==> src/rtl/bcd_to_ascii_tx_if.sv <==
// Handshake bundle for the BCD-to-ASCII serializer: result capture side and byte stream side.
interface bcd_to_ascii_tx_if #(parameter int DIGITS = 10);
  logic                  done_i;
  logic                  err_i;
  logic [DIGITS*4-1:0]   bcd_i;
  logic [DIGITS-1:0]     digit_en_i;
  logic [7:0]            ascii_o;
  logic                  valid_o;
  logic                  ready_i;
  logic                  busy_o;
  logic                  overrun_o;

  modport master (output done_i, err_i, bcd_i, digit_en_i, ready_i,
                  input  ascii_o, valid_o, busy_o, overrun_o);
  modport slave  (input  done_i, err_i, bcd_i, digit_en_i, ready_i,
                  output ascii_o, valid_o, busy_o, overrun_o);
endinterface

==> src/rtl/bcd_to_ascii_tx.sv <==
// Serializes a captured BCD conversion result (or "ERR") as ASCII bytes over a
// valid/ready stream, optionally terminated by CR LF.
module bcd_to_ascii_tx #(
  parameter int DIGITS    = 10,
  parameter bit EMIT_CRLF = 1'b1
) (
  input logic             clk,
  input logic             rst_n,
  bcd_to_ascii_tx_if.slave bus
);
  localparam int IW = (DIGITS > 4) ? $clog2(DIGITS) : 2;

  typedef enum logic [2:0] {IDLE, DIG, ERR, CR, LF} state_t;

  state_t                state_q, state_nxt, last_nxt;
  logic [IW-1:0]         idx_q, idx_nxt, top_idx, low_idx;
  logic [DIGITS*4-1:0]   bcd_q;
  logic [DIGITS-1:0]     en_q, cap_mask;
  logic [3:0]            nib;
  logic                  has_low, xfer, overrun_q;

  assign xfer     = bus.valid_o && bus.ready_i;
  assign last_nxt = EMIT_CRLF ? CR : IDLE;

  // An all-zero enable mask still shows the least significant digit.
  assign cap_mask = (bus.digit_en_i == '0) ? DIGITS'(1) : bus.digit_en_i;

  always_comb begin
    top_idx = '0;
    low_idx = '0;
    has_low = 1'b0;
    nib     = '0;
    for (int k = 0; k < DIGITS; k++) begin
      if (cap_mask[k]) top_idx = IW'(k);
      // Ascending scan leaves the highest enabled index strictly below idx_q.
      if (en_q[k] && (IW'(k) < idx_q)) begin
        has_low = 1'b1;
        low_idx = IW'(k);
      end
      if (IW'(k) == idx_q) nib = bcd_q[4*k +: 4];
    end
  end

  always_comb begin
    state_nxt = state_q;
    idx_nxt   = idx_q;
    case (state_q)
      IDLE: if (bus.done_i) begin
        state_nxt = bus.err_i ? ERR : DIG;
        idx_nxt   = bus.err_i ? '0 : top_idx;
      end
      DIG: if (xfer) begin
        if (has_low) idx_nxt = low_idx;
        else         state_nxt = last_nxt;
      end
      ERR: if (xfer) begin
        if (idx_q == IW'(2)) state_nxt = last_nxt;
        else                 idx_nxt = idx_q + IW'(1);
      end
      CR: if (xfer) state_nxt = LF;
      LF: if (xfer) state_nxt = IDLE;
      default: state_nxt = IDLE;
    endcase
  end

  always_ff @(posedge clk or negedge rst_n) begin
    if (!rst_n) begin
      state_q   <= IDLE;
      idx_q     <= '0;
      bcd_q     <= '0;
      en_q      <= '0;
      overrun_q <= 1'b0;
    end else begin
      state_q   <= state_nxt;
      idx_q     <= idx_nxt;
      overrun_q <= bus.done_i && (state_q != IDLE);
      if (state_q == IDLE && bus.done_i) begin
        bcd_q <= bus.bcd_i;
        en_q  <= cap_mask;
      end
    end
  end

  always_comb begin
    case (state_q)
      DIG:     bus.ascii_o = (nib > 4'd9) ? 8'h3F : (8'h30 + {4'h0, nib});
      ERR:     bus.ascii_o = (idx_q == '0) ? 8'h45 : 8'h52;
      CR:      bus.ascii_o = 8'h0D;
      LF:      bus.ascii_o = 8'h0A;
      default: bus.ascii_o = 8'h00;
    endcase
  end

  assign bus.valid_o   = (state_q != IDLE);
  assign bus.busy_o    = (state_q != IDLE);
  assign bus.overrun_o = overrun_q;
endmodule

==> src/flat_wrapper.sv <==
// flat-port wrapper written by rule: the top's interface ports become plain ports
module bcd_to_ascii_tx_flat 
#(
  parameter int DIGITS    = 10,
  parameter bit EMIT_CRLF = 1'b1
)
  (clk, rst_n, bus_done_i, bus_err_i, bus_bcd_i, bus_digit_en_i, bus_ready_i, bus_ascii_o, bus_valid_o, bus_busy_o, bus_overrun_o);
  bcd_to_ascii_tx_if #(.DIGITS(DIGITS)) bus_i ();
  input logic clk;
  input logic rst_n;
  input wire logic [$bits(bus_i.done_i)-1:0] bus_done_i;
  input wire logic [$bits(bus_i.err_i)-1:0] bus_err_i;
  input wire logic [$bits(bus_i.bcd_i)-1:0] bus_bcd_i;
  input wire logic [$bits(bus_i.digit_en_i)-1:0] bus_digit_en_i;
  input wire logic [$bits(bus_i.ready_i)-1:0] bus_ready_i;
  output wire logic [$bits(bus_i.ascii_o)-1:0] bus_ascii_o;
  output wire logic [$bits(bus_i.valid_o)-1:0] bus_valid_o;
  output wire logic [$bits(bus_i.busy_o)-1:0] bus_busy_o;
  output wire logic [$bits(bus_i.overrun_o)-1:0] bus_overrun_o;
  assign bus_i.done_i = bus_done_i;
  assign bus_i.err_i = bus_err_i;
  assign bus_i.bcd_i = bus_bcd_i;
  assign bus_i.digit_en_i = bus_digit_en_i;
  assign bus_i.ready_i = bus_ready_i;
  assign bus_ascii_o = bus_i.ascii_o;
  assign bus_valid_o = bus_i.valid_o;
  assign bus_busy_o = bus_i.busy_o;
  assign bus_overrun_o = bus_i.overrun_o;
  bcd_to_ascii_tx #(.DIGITS(DIGITS), .EMIT_CRLF(EMIT_CRLF)) u_core (.clk(clk), .rst_n(rst_n), .bus(bus_i));
endmodule
==> config.mk <==
export PLATFORM = sky130hd
export DESIGN_NAME = bcd_to_ascii_tx_flat
export DESIGN_NICKNAME = d
export VERILOG_FILES = /design/src/rtl/bcd_to_ascii_tx_if.sv /design/src/rtl/bcd_to_ascii_tx.sv /design/src/flat_wrapper.sv
export SDC_FILE = /design/constraint.sdc
export NUM_CORES = 1
export LEC_CHECK = 0
export ABC_AREA = 1
export CAP_MARGIN = 20
export CORE_UTILIZATION = 30
export CTS_CLUSTER_DIAMETER = 120
export DETAILED_ROUTE_END_ITERATION = 6
export RECOVER_POWER = 100
export SETUP_SLACK_MARGIN = 0.2
export SYNTH_ARGS = -nofsm -noshare
export SYNTH_HDL_FRONTEND = slang
export SYNTH_SLANG_ARGS = --single-unit
==> constraint.sdc <==
create_clock -name clk -period 2.37 [get_ports clk]
set_input_delay 0.474 -clock clk [delete_from_list [all_inputs] [get_ports clk]]
set_output_delay 0.474 -clock clk [all_outputs]
set_load 0.01 [all_outputs]
==> summary.txt <==
Die
  • Initial Util: between 30% and 40%
  • Die Wd: 107 µm
  • Core Area: 10500 µm²
  • Io pins: 66
  • Die area: around 11000 µm²
  • Placement Rows: 37
  • Height of the die: 107 µm

Global route
  • First-pass GRT wire length: roughly 14000 µm
  • Gr usage total: 16.0%
  • Antenna violations before repair: 0
  • Global route total overflow: 0
  • Vias in the first global route: around 3000
  • Largest net degree at the start of global routing: 42

Final layout
  • Most common cell after layout, fill and taps aside: nand2_1
  • Most frequent cells in the layout: nand2_1 (96), clkdlybuf4s50_1 (54), dfrtp_1 (54)
  • Synth-to-Final Area Change: 47.3%
  • Diode count: 0
  • Share of cells above drive strength 1: between 30% and 40%
  • Layout Cells excl Fill: ~660
  • Filler instances: ~1000
  • Post-layout net count: approximately 580

Worst setup path
  • Worst path max stage delay: 460 ps
  • Crit. End Element: primary output
  • CP max FO: 5
  • R2R setup slack: around 130 ps
  • Kind of critical path: reg -> out
  • Crit path cell chain: buf_6, nor2_4, buf_6, nand3_2, nand3_2, nand2_1, o21ai_1, nand2_1, nand2_1, nand2_1, nand2_1, nand3_2, nand2_2, nand2_2, nand2_2, nand2_1, nand2_1, nand2_2, buf_6
  • Worst R2R End: u_core.idx_q[3]$_DFFE_PN0P_
  • Nature of the critical path startpoint: flip-flop
  • Cells on worst reg2reg path: 12
  • Reg-to-reg startpoint: u_core.idx_q[3]$_DFFE_PN0P_
  • CP Data Arrival Time: about 2300 ps
  • Required time worst endpoint: around 1900 ps
  • CP max-delay cell: dfrtp_2
  • CP most frequent cell: nand2_1

Place
  • Placed instance count: 626
  • Port bufs: 64
  • Gpl congestion: around 0.84
  • Pre-CTS WS: -470 ps
  • DP Wirelength: 6400 µm

Routing
  • Iteration-0 DRC Markers: roughly 100
  • Post-Route WL: 8540 µm
  • DR DRC count: 0
  • Routed WL per cell: between 10 and 15 µm
  • Detailed-route via count: 2977
  • Vias per cell: 4.53
  • Antenna viol nets, final: 0
  • TritonRoute pass-1 iters: 4

STA
  • Final worst slack: -371 ps
  • Final cycle utilization of the critical path: 116%
  • Final hold vios: 0
  • Max Slew Vio Count: 0
  • Achievable frequency: 365 MHz
  • Max_slew headroom: 9.10%
  • Clk_skew: 11.5 ps
  • Slew @ Worst Pin: around 1400 ps
  • TNS Setup: -1320 ps
  • Setup-failing EPs final: 4
  • Tmin final: between 2000 and 3000 ps
  • RSZ-0062 raised after global routing: yes

Yosys
  • Syn avg cell area: between 8 and 9 µm²
  • Most common flop cell mapped by yosys: dfrtp_1
  • Mapped cell area: 3300 µm²
  • Sequential area share after synthesis: 43.9%
  • Syn Nets: about 460
  • Mapped Cells: 398
  • Synthesis Warnings: 0
  • Synth Register Bits: 58
  • Ys async rst share: 100%
  • Post-synth EDFFs: 0
  • Synth unique cells: 37

Clock tree
  • CTS root buffer: clkbuf_8
  • Clock buffer depth: 2
  • Clk sinks: 58
  • Worst skew pair latency: 350 ps
  • H-tree depth: 3
  • Worst-path clk slew: 80 ps
  • CTS Hold Bufs: 0
  • Total CTS buffers: 9
  • CTS tree: yes

Power and ir drop
  • Pwr dens: 1340 nW/µm²
  • Peak supply drop: 0.852 mV
  • Overall power: 0.00652 W
  • Pleak: ~2.3 nW

Status
  • Violated checks: negative setup slack
  • Status: finished, violations left

Run
  • Maxcap violations: 0

Worst hold path
  • HP Class: in -> async
-- synth_stat cells, types with 2 or more instances --
cell,instances,share of area [%]
nand2_1,108,12
nor3_1,2,0.30
nor2_4,3,1.0
nor2_2,4,0.76
ha_1,4,1.5
a31oi_1,3,0.57
or2_0,2,0.38
nand3_1,29,4.4
dfrtp_1,58,44
o311ai_0,2,0.53
or2_2,5,0.95
nor2_1,21,2.4
buf_4,2,0.45
nand2_2,3,0.57
a21oi_1,10,1.5
buf_1,4,0.45
o21ai_1,5,0.76
buf_6,2,0.68
mux2_2,39,13
clkbuf_1,2,0.23
inv_2,9,1.0
o21ai_0,23,3.5
inv_1,44,5.0
-- metrics by stage --
step                utilization, %  area, µm²  hold slack [ps]
floorplan                        -       3340              178
global route                  46.3       4870              526
CTS                           44.9       4710              142
global placement              41.9       4400              475
finish                        46.3       4870              414
detailed placement            41.9       4400              486
-- final cells by class --
cell class	count	area [µm²]	share of cell area [%]
inverter	54	215	4.42
clock inverter	5	52.6	1.08
multi-input combinational	276	1780	36.5
sequential	58	1460	29.9
timing repair buffer	117	1040	21.4
clock buffer	11	151	3.11
tap	136	170	3.50
-- report_power, final --
part           switching (W)  total, W  leakage, nW  internal [W]
Combinational        0.00192   0.00375         1.51       0.00183
Clock               0.000423  0.000960        0.105      0.000537
Sequential          0.000325   0.00181        0.687       0.00149
-- kinds of logic (layout without fill, tap and decap cells) --
| family | after synthesis | count (layout) | synth area share, % |
|---|---|---|---|
| compound gates | 50 | 50 | 8.75 |
| fa+ha+maj | 4 | 4 | 1.52 |
| buf+inv | 64 | 187 | 7.95 |
| flops | 58 | 58 | 43.9 |
| mux | 39 | 39 | 13.3 |
| other cells | 1 | 1 | 0.114 |
| simple gates | 182 | 182 | 24.4 |
-- how the worst max path moves through the flow --
stage | start | endpoint | cells past startpoint
CTS | u_core.idx_q[3]$_DFFE_PN0P_ | bus_ascii_o[2] | 19
finish | u_core.idx_q[1]$_DFFE_PN0P_ | bus_ascii_o[2] | 19
global route | u_core.idx_q[2]$_DFFE_PN0P_ | bus_ascii_o[2] | 18
global placement | u_core.idx_q[0]$_DFFE_PN0P_ | bus_ascii_o[0] | 18
detailed placement | u_core.idx_q[0]$_DFFE_PN0P_ | bus_ascii_o[1] | 18
floorplan | u_core.idx_q[0]$_DFFE_PN0P_ | bus_ascii_o[2] | 20
-- state kept, by name, summed over array words and instances, names as in the netlist --
register and cells:
u_core.bus.overrun_o 1, u_core.idx_q 4, u_core.bcd_q 40, u_core.en_q 10
u_core.state_q 3
-- critical path: cells and delay by family (launching register included) --
kind	cells	cell delay [ps]
flip-flops	1	460
AND/OR/NAND/NOR	15	1000
AO/OA/AOI/OAI	1	70
buffers and inverters	3	390
-- repair_timing --
item	in CTS	in global routing
buffers inserted	6	9
pin swaps	13	15
gates resized for setup	48	42
hold endpoints to repair	0	0
setup endpoints to repair	10	9
-- metal layers --
layer  GRT usage [%]  part of all wire [%]  vias to the layer above  wire length, µm
met4            6.16                   2.1                        0              182
met5               0                     0                        -                0
met2            25.6                    46                       68             3950
met3            2.80                   3.9                       16              337
met1            21.4                    48                     1364             4060
li1                -                     -                     1529                -
Power figures use the tool's default switching activity.
